<file path="config.mk">
export PLATFORM = sky130hd
export DESIGN_NAME = f_alu_arbiter_flat
export DESIGN_NICKNAME = d
export VERILOG_FILES = /design/src/rtl/f_alu_arbiter_if.sv /design/src/rtl/f_alu_arbiter.sv /design/src/flat_wrapper.sv
export SDC_FILE = /design/constraint.sdc
export NUM_CORES = 1
export LEC_CHECK = 0
export CAP_MARGIN = 20
export CORE_AREA = 2 2 161 163
export DETAILED_ROUTE_END_ITERATION = 12
export DIE_AREA = 0 0 163 165
export MAX_ROUTING_LAYER = met4
export PLACE_DENSITY_LB_ADDON = 0.15
export SLEW_MARGIN = 25
export SYNTH_ARGS = -nofsm -noshare
export SYNTH_HDL_FRONTEND = slang
export SYNTH_SLANG_ARGS = --single-unit
</file>
<file path="constraint.sdc">
create_clock -name clk -period 3 [get_ports clk]
set_input_delay 0.6 -clock clk [delete_from_list [all_inputs] [get_ports clk]]
set_output_delay 0.6 -clock clk [all_outputs]
set_load 0.02 [all_outputs]
</file>
<file path="src/rtl/f_alu_arbiter_if.sv">
// Bundle for f_alu_arbiter: two requester ports (request + response) and the shared-ALU port.
// The slave modport is the arbiter side; master is the requesters plus the ALU itself.
interface f_alu_arbiter_if;
  logic        req0_valid;
  logic        req0_ready;
  logic [31:0] req0_data1;
  logic [31:0] req0_data2;
  logic [31:0] req0_data3;
  logic [5:0]  req0_select;
  logic        rsp0_valid;
  logic        rsp0_ready;
  logic [31:0] rsp0_result;

  logic        req1_valid;
  logic        req1_ready;
  logic [31:0] req1_data1;
  logic [31:0] req1_data2;
  logic [31:0] req1_data3;
  logic [5:0]  req1_select;
  logic        rsp1_valid;
  logic        rsp1_ready;
  logic [31:0] rsp1_result;

  logic [31:0] alu_data1;
  logic [31:0] alu_data2;
  logic [31:0] alu_data3;
  logic [5:0]  alu_select;
  logic [31:0] alu_result;
  logic        busy;

  modport slave (
    input  req0_valid, req0_data1, req0_data2, req0_data3, req0_select, rsp0_ready,
    input  req1_valid, req1_data1, req1_data2, req1_data3, req1_select, rsp1_ready,
    input  alu_result,
    output req0_ready, rsp0_valid, rsp0_result,
    output req1_ready, rsp1_valid, rsp1_result,
    output alu_data1, alu_data2, alu_data3, alu_select, busy
  );

  modport master (
    output req0_valid, req0_data1, req0_data2, req0_data3, req0_select, rsp0_ready,
    output req1_valid, req1_data1, req1_data2, req1_data3, req1_select, rsp1_ready,
    output alu_result,
    input  req0_ready, rsp0_valid, rsp0_result,
    input  req1_ready, rsp1_valid, rsp1_result,
    input  alu_data1, alu_data2, alu_data3, alu_select, busy
  );
endinterface

</file>
<file path="src/rtl/f_alu_arbiter.sv">
// Two-port sequencer sharing one combinational FP ALU; round-robin, or fixed port-0 priority with F_ALU_ARB_FIXED_PRIO_EN.
// Latency: accept -> response valid in LAT+1 cycles (LAT = LONG_LAT for div/sqrt, else SHORT_LAT); one op in flight.
// Backpressure: response held until rsp_ready; requests see ready low outside IDLE and must hold.
module f_alu_arbiter #(
  parameter int          SHORT_LAT = 2,
  parameter int          LONG_LAT  = 8,
  parameter logic [5:0]  SEL_FDIV  = 6'b000011,
  parameter logic [5:0]  SEL_FSQRT = 6'b000100
) (
  input logic           clk,
  input logic           resetn,
  f_alu_arbiter_if.slave bus
);
  localparam int CW = $clog2(LONG_LAT > SHORT_LAT ? LONG_LAT : SHORT_LAT) + 1;
  localparam logic [CW-1:0] SHORT_CNT = CW'(SHORT_LAT - 1);
  localparam logic [CW-1:0] LONG_CNT  = CW'(LONG_LAT - 1);

  typedef enum logic [1:0] {IDLE, EXEC, RESP} state_t;

  state_t        state;
  state_t        state_nx;
  logic [31:0]   d1_q, d2_q, d3_q, res_q;
  logic [5:0]    sel_q;
  logic          owner_q;
  logic [CW-1:0] cnt_q;

  logic          grant1;
  logic          accept;
  logic [31:0]   d1_in, d2_in, d3_in;
  logic [5:0]    sel_in;
  logic          long_op;

`ifdef F_ALU_ARB_FIXED_PRIO_EN
  assign grant1 = bus.req1_valid & ~bus.req0_valid;
`else
  logic rr_ptr;
  // rr_ptr high means port 1 is preferred on a tie.
  assign grant1 = bus.req1_valid & (~bus.req0_valid | rr_ptr);
`endif

  assign accept  = (state == IDLE) & (bus.req0_valid | bus.req1_valid);
  assign d1_in   = grant1 ? bus.req1_data1  : bus.req0_data1;
  assign d2_in   = grant1 ? bus.req1_data2  : bus.req0_data2;
  assign d3_in   = grant1 ? bus.req1_data3  : bus.req0_data3;
  assign sel_in  = grant1 ? bus.req1_select : bus.req0_select;
  assign long_op = (sel_in == SEL_FDIV) || (sel_in == SEL_FSQRT);

  always_ff @(posedge clk) begin
    if (!resetn) state <= IDLE;
    else         state <= state_nx;
  end

  always_comb begin
    state_nx        = state;
    bus.req0_ready  = 1'b0;
    bus.req1_ready  = 1'b0;
    bus.rsp0_valid  = 1'b0;
    bus.rsp1_valid  = 1'b0;
    bus.rsp0_result = 32'd0;
    bus.rsp1_result = 32'd0;
    bus.alu_data1   = 32'd0;
    bus.alu_data2   = 32'd0;
    bus.alu_data3   = 32'd0;
    bus.alu_select  = 6'd0;
    bus.busy        = (state != IDLE);
    case (state)
      IDLE: begin
        bus.req0_ready = bus.req0_valid & ~grant1;
        bus.req1_ready = grant1;
        if (accept) state_nx = EXEC;
      end
      EXEC: begin
        bus.alu_data1  = d1_q;
        bus.alu_data2  = d2_q;
        bus.alu_data3  = d3_q;
        bus.alu_select = sel_q;
        if (cnt_q == '0) state_nx = RESP;
      end
      RESP: begin
        if (owner_q) begin
          bus.rsp1_valid  = 1'b1;
          bus.rsp1_result = res_q;
          if (bus.rsp1_ready) state_nx = IDLE;
        end else begin
          bus.rsp0_valid  = 1'b1;
          bus.rsp0_result = res_q;
          if (bus.rsp0_ready) state_nx = IDLE;
        end
      end
      default: state_nx = IDLE;
    endcase
  end

  always_ff @(posedge clk) begin
    if (!resetn) begin
      d1_q    <= 32'd0;
      d2_q    <= 32'd0;
      d3_q    <= 32'd0;
      sel_q   <= 6'd0;
      owner_q <= 1'b0;
      cnt_q   <= '0;
      res_q   <= 32'd0;
`ifndef F_ALU_ARB_FIXED_PRIO_EN
      rr_ptr  <= 1'b0;
`endif
    end else begin
      if (accept) begin
        d1_q    <= d1_in;
        d2_q    <= d2_in;
        d3_q    <= d3_in;
        sel_q   <= sel_in;
        owner_q <= grant1;
        cnt_q   <= long_op ? LONG_CNT : SHORT_CNT;
`ifndef F_ALU_ARB_FIXED_PRIO_EN
        rr_ptr  <= ~grant1;
`endif
      end
      // The ALU is combinational: its output is valid once the counter has expired.
      if (state == EXEC) begin
        if (cnt_q == '0) res_q <= bus.alu_result;
        else             cnt_q <= cnt_q - 1'b1;
      end
    end
  end
endmodule
</file>
<file path="src/flat_wrapper.sv">
// flat-port wrapper written by rule: the top's interface ports become plain ports
module f_alu_arbiter_flat 
#(
  parameter int          SHORT_LAT = 2,
  parameter int          LONG_LAT  = 8,
  parameter logic [5:0]  SEL_FDIV  = 6'b000011,
  parameter logic [5:0]  SEL_FSQRT = 6'b000100
)
  (clk, resetn, bus_req0_valid, bus_req0_data1, bus_req0_data2, bus_req0_data3, bus_req0_select, bus_rsp0_ready, bus_req1_valid, bus_req1_data1, bus_req1_data2, bus_req1_data3, bus_req1_select, bus_rsp1_ready, bus_alu_result, bus_req0_ready, bus_rsp0_valid, bus_rsp0_result, bus_req1_ready, bus_rsp1_valid, bus_rsp1_result, bus_alu_data1, bus_alu_data2, bus_alu_data3, bus_alu_select, bus_busy);
  f_alu_arbiter_if bus_i ();
  input logic clk;
  input logic resetn;
  input wire logic [$bits(bus_i.req0_valid)-1:0] bus_req0_valid;
  input wire logic [$bits(bus_i.req0_data1)-1:0] bus_req0_data1;
  input wire logic [$bits(bus_i.req0_data2)-1:0] bus_req0_data2;
  input wire logic [$bits(bus_i.req0_data3)-1:0] bus_req0_data3;
  input wire logic [$bits(bus_i.req0_select)-1:0] bus_req0_select;
  input wire logic [$bits(bus_i.rsp0_ready)-1:0] bus_rsp0_ready;
  input wire logic [$bits(bus_i.req1_valid)-1:0] bus_req1_valid;
  input wire logic [$bits(bus_i.req1_data1)-1:0] bus_req1_data1;
  input wire logic [$bits(bus_i.req1_data2)-1:0] bus_req1_data2;
  input wire logic [$bits(bus_i.req1_data3)-1:0] bus_req1_data3;
  input wire logic [$bits(bus_i.req1_select)-1:0] bus_req1_select;
  input wire logic [$bits(bus_i.rsp1_ready)-1:0] bus_rsp1_ready;
  input wire logic [$bits(bus_i.alu_result)-1:0] bus_alu_result;
  output wire logic [$bits(bus_i.req0_ready)-1:0] bus_req0_ready;
  output wire logic [$bits(bus_i.rsp0_valid)-1:0] bus_rsp0_valid;
  output wire logic [$bits(bus_i.rsp0_result)-1:0] bus_rsp0_result;
  output wire logic [$bits(bus_i.req1_ready)-1:0] bus_req1_ready;
  output wire logic [$bits(bus_i.rsp1_valid)-1:0] bus_rsp1_valid;
  output wire logic [$bits(bus_i.rsp1_result)-1:0] bus_rsp1_result;
  output wire logic [$bits(bus_i.alu_data1)-1:0] bus_alu_data1;
  output wire logic [$bits(bus_i.alu_data2)-1:0] bus_alu_data2;
  output wire logic [$bits(bus_i.alu_data3)-1:0] bus_alu_data3;
  output wire logic [$bits(bus_i.alu_select)-1:0] bus_alu_select;
  output wire logic [$bits(bus_i.busy)-1:0] bus_busy;
  assign bus_i.req0_valid = bus_req0_valid;
  assign bus_i.req0_data1 = bus_req0_data1;
  assign bus_i.req0_data2 = bus_req0_data2;
  assign bus_i.req0_data3 = bus_req0_data3;
  assign bus_i.req0_select = bus_req0_select;
  assign bus_i.rsp0_ready = bus_rsp0_ready;
  assign bus_i.req1_valid = bus_req1_valid;
  assign bus_i.req1_data1 = bus_req1_data1;
  assign bus_i.req1_data2 = bus_req1_data2;
  assign bus_i.req1_data3 = bus_req1_data3;
  assign bus_i.req1_select = bus_req1_select;
  assign bus_i.rsp1_ready = bus_rsp1_ready;
  assign bus_i.alu_result = bus_alu_result;
  assign bus_req0_ready = bus_i.req0_ready;
  assign bus_rsp0_valid = bus_i.rsp0_valid;
  assign bus_rsp0_result = bus_i.rsp0_result;
  assign bus_req1_ready = bus_i.req1_ready;
  assign bus_rsp1_valid = bus_i.rsp1_valid;
  assign bus_rsp1_result = bus_i.rsp1_result;
  assign bus_alu_data1 = bus_i.alu_data1;
  assign bus_alu_data2 = bus_i.alu_data2;
  assign bus_alu_data3 = bus_i.alu_data3;
  assign bus_alu_select = bus_i.alu_select;
  assign bus_busy = bus_i.busy;
  f_alu_arbiter #(.SHORT_LAT(SHORT_LAT), .LONG_LAT(LONG_LAT), .SEL_FDIV(SEL_FDIV), .SEL_FSQRT(SEL_FSQRT)) u_core (.clk(clk), .resetn(resetn), .bus(bus_i));
endmodule
</file>
; Word level (Yosys, flattened, before mapping)
; Index checks and enable logic that the tools add are counted.
[word_totals]
inputBits = 242
reg_bits = 142
[classes]
bitwise_logic = 7
addsub = 1
eq_ne = 8
reduce_logical = 6
mux = 28
[op_table]
columns = cell, count
row1 = $mux 32, 10
row2 = $mux 4, 3
row3 = $mux 6, 2
row4 = $mux 2, 5
row5 = $eq 6x2->1 const B, 1
row6 = $eq 6x3->1 const B, 1
row7 = $mux 1, 6
row8 = $pmux 2 s3, 1
row9 = $logic_not 4->1, 1
row10 = $ne 2x1->1 const B, 2
row11 = $reduce_and 4->1, 1
row12 = $sub 4x1->4 const B, 1
row13 = $and 1x1->1, 3
row14 = $mux 3, 1
row15 = $ne 3x2->1 const B, 1
row16 = $ne 3x3->1 const B, 1
row17 = $eq 2x1->1 const B, 1
row18 = $eq 2x2->1 const B, 1
row19 = $logic_not 2->1, 1
row20 = $not 1->1, 2
row21 = $or 1x1->1, 2
row22 = $reduce_and 2->1, 1
row23 = $reduce_bool 2->1, 1
row24 = $logic_or 1x1->1, 1

; Logic depth before layout (Yosys ltp)
[depth]
depth_word = 10
ltp_mapped = 9
ltp_nobuf = 7

; Least setup slack after synthesis
; Ideal clock, no wire load.
[synth_path]
path_type = register to output
from = register u_core.state[1]
to = output port bus_rsp0_result[22]
stages_incl_launch_ff = 5
t_arrival_ps = 1564
n_path_buf = 1
slack_ps = 836
required_ps = 2400
cell_sequence = dfxtp_1 -> nor2b_1 -> nor2b_1 -> clkbuf_1 -> and2_1
[synth_between]
elab_chain_cells = 2
[synth_lines]
columns = item, line_no
row1 = from (decl), f_alu_arbiter.sv:20  ; state_t state;
row2 = from (signal assigned), f_alu_arbiter.sv:50  ; else state <= state_nx;
row3 = $eq 2x2->1, f_alu_arbiter.sv:66  ; case (state)
row4 = $mux 32, f_alu_arbiter.sv:66
row5 = to (decl), flat_wrapper.sv:28  ; output wire logic [$bits(bus_i.rsp0_result)-1:0] bus_rsp0_result;
; No other way between the ends.

; Final worst setup path
[layout_path]
from = register u_core.state[1]
to = output port bus_rsp0_result[30]
; Same word-level chain as after synthesis.

==> results.toml <==
[critical_path]
critPathLaunchType = "flip-flop"
arrival_ns = 2.19
crit_chain = "nor2b_2, nor2b_1, buf_4, and2_1, clkdlybuf4s50_1"
r2r_setup_slack_ns = 1.06
cp-end-kind = "primary output"
crit_required_ns = 2.40
crit_fanout = 33
crit_family = "buffers and inverters"
r2r-start = "u_core.state[1]"
critPathMaxStageDelay_ns = 0.62
reg2reg_depth = 6
r2r-end = "u_core.d3_q[21]"
path_class = "flip-flop to primary output"
cp_slowest_cell = "clkdlybuf4s50_1"
critPathBufInv = 2

[global_route]
grt_max_degree = 101
grt_antenna_before_repair = 5
grt_pass1_wl_mm = 39.9
grt.overflow.total = 0
grt_use_total = 0.199
grt_pass1_vias = 6988

[logic_synthesis]
synth.top_cell.area_share = 0.446
syn_area_per_cell_um2 = 8.51
synth_ff_type = "dfxtp_1"
synthArstFlopShare = 0
ys_types = 32
ys_warn_count = 0
syn-instance-count = 748
synth_top_cell_by_area = "dfxtp_1"
syn_area_mm2 = 0.00637
synth_nets = 991
ys_ff_latch = 142
ys_seq_area_frac = 0.446
synth_edf_count = 0
synth_area_leaders = "dfxtp_1 (45%), a222oi_1 (15%), and2_1 (13%)"

[drt]
wl_mm = 26.8
drc = 0
wl_per_cell_um = 18.3
vias = 7201
via_per_inst = 4.91
dr.pass1.iters = 7
drt_iter0_markers = 837
drtAntennaViolNets = 0

[run]
drv_cap = 0

[clock_tree]
path_clk_slew_ns = 0.06
ctsResizeCount = 0
cts_tree = "yes"
postCtsSetupBuffers = 0
cts_hold_buf = 0
clock_path_buffers = 2
cts_buffers = 17
clock_latency_ns = 0.42
root_buffer = "clkbuf_16"
htreeDepth = 4
cts_sinks = 142

[finish]
final_cell_mix = "clkdlybuf4s50_1 (411), dfxtp_1 (142), and2_1 (136)"
syn2layout_area_growth_pct = 78.9
nNetsFinal = 1362
utilization = 0.455
fill_cells = 2491
final_layout_size_suffix_gt1_frac = 0.0486
layout_commonest_cell = "clkdlybuf4s50_1"

[timing]
finalHoldViolCount = 0
totalNegativeSetupSlack_ns = 0
tightest_slew_ns = 0.553
setup_viol = 0
period_share = 0.930
relSlewSlack = 0.632
rsz0062_at_grt = "no"
finalCriticalPeriod_ns = 2.79
fmax_mhz = 358
fin_skew_ns = 0.0127
slew_violations = 0

[hold_path]
min_to = "u_core.res_q[29]"
min-delay-start = "u_core.res_q[29]"
hold_path_class = "flip-flop to flip-flop"
min_path_cells = 2

[power_and_ir_drop]
p_leak_nw = 4.32
ir_drop_mv = 0.280
p_per_area_mw_per_mm2 = 518
total_power_mw = 5.91

[floorplanning]
rows = 58
core_area_mm2 = 0.0250
die_width_um = 163
dieArea_mm2 = 0.0269
die_h_um = 165
initial_utilization = 0.254
ios = 413

[placed_design]
hpwlAfterDp_mm = 18.4
place.gp.congestion = 0.791
port_buffers = 412

[run_status]
status = "finished, final reports clean"
[final cells by class]
cell class	instances	area, um2	area share
Inverter	6	25.0	0.00220
Clock inverter	11	133	0.0116
Timing Repair Buffer	427	4300	0.377
Clock buffer	21	450	0.0395
Antenna cell	5	12.5	0.00110
Sequential cell	142	2840	0.249
Multi-Input combinational cell	525	3220	0.283
Tap cell	330	413	0.0362
[flip-flops by register name (all words and copies together) (netlist names)]
name,flops
u_core.cnt_q,4
u_core.owner_q,1
u_core.d1_q,32
u_core.res_q,32
u_core.d3_q,32
u_core.d2_q,32
u_core.state,2
u_core.sel_q,6
u_core.rr_ptr,1
[power breakdown]
| part | internal (mW) | total [mW] | switching (mW) |
|---|---|---|---|
| clock | 1.26 | 2.12 | 0.864 |
| combinational | 0.765 | 1.56 | 0.800 |
| sequential | 2.10 | 2.22 | 0.116 |
[layer usage]
metal,track usage,share of wire,up-vias
met1,0.230,0.39,3407
met4,0.0716,0.017,0
met3,0.0691,0.097,25
met2,0.320,0.49,326
met5,-,0,-
li1,-,-,3443
[kinds of logic (layout without fill, tap and decap cells)]
family | Yosys count | in the layout | synth area share
compound gates | 151 | 151 | 0.201
fa+ha+maj | 1 | 1 | 0.00196
buf+inv | 81 | 465 | 0.0517
flops | 142 | 142 | 0.446
mux | 6 | 6 | 0.00943
other cells | 0 | 5 | 0
simple gates | 367 | 367 | 0.290
[Yosys cell counts, types with 2 or more instances]
master / instances
dfxtp_1: 142
and3_1: 32
nor3_1: 4
a21oi_1: 39
o21ai_0: 3
inv_2: 2
a222oi_1: 96
nor2b_1: 5
nand3_1: 3
buf_2: 8
or4_1: 2
and2_1: 136
nand2_1: 69
a211oi_1: 6
inv_1: 4
clkbuf_1: 64
buf_6: 2
nand2b_1: 2
mux2i_1: 6
nor2_1: 111
[worst max path at each step]
| stage | startpoint | end | cells after the start |
|---|---|---|---|
| 6_report | u_core.state[1] | bus_rsp0_result[30] | 5 |
| 5_1_grt | u_core.state[1] | bus_rsp0_result[25] | 5 |
| 4_1_cts | u_core.state[1] | bus_rsp0_result[30] | 5 |
| 3_5_place_dp | bus_req1_valid | bus_req1_ready | 4 |
| 3_3_place_gp | bus_req1_valid | bus_req1_ready | 4 |
| 2_1_floorplan | u_core.state[1] | bus_rsp0_result[22] | 4 |
[stage by stage]
step                      std cells  cell area (um2)  hold slack (ns)  worst slack, ns
after global placement         1430            10800            0.450            0.231
final                          1467            11400            0.462            0.209
after global routing           1467            11400            0.483           0.0398
after detailed placement       1430            10800            0.457            0.224
after floorplan                 748             6370            0.440            0.836
after CTS                      1462            11400            0.466            0.151
[worst reg2reg max path, cell delays in order, from the launching register on]
cell and delay, ns:
dfxtp_1 0.35, nor2_1 0.33, inv_2 0.14, nor2_4 0.22
buf_12 0.36, a222oi_1 0.35, nor2_1 0.13
Note: power is estimated with default switching activity, not from simulation.
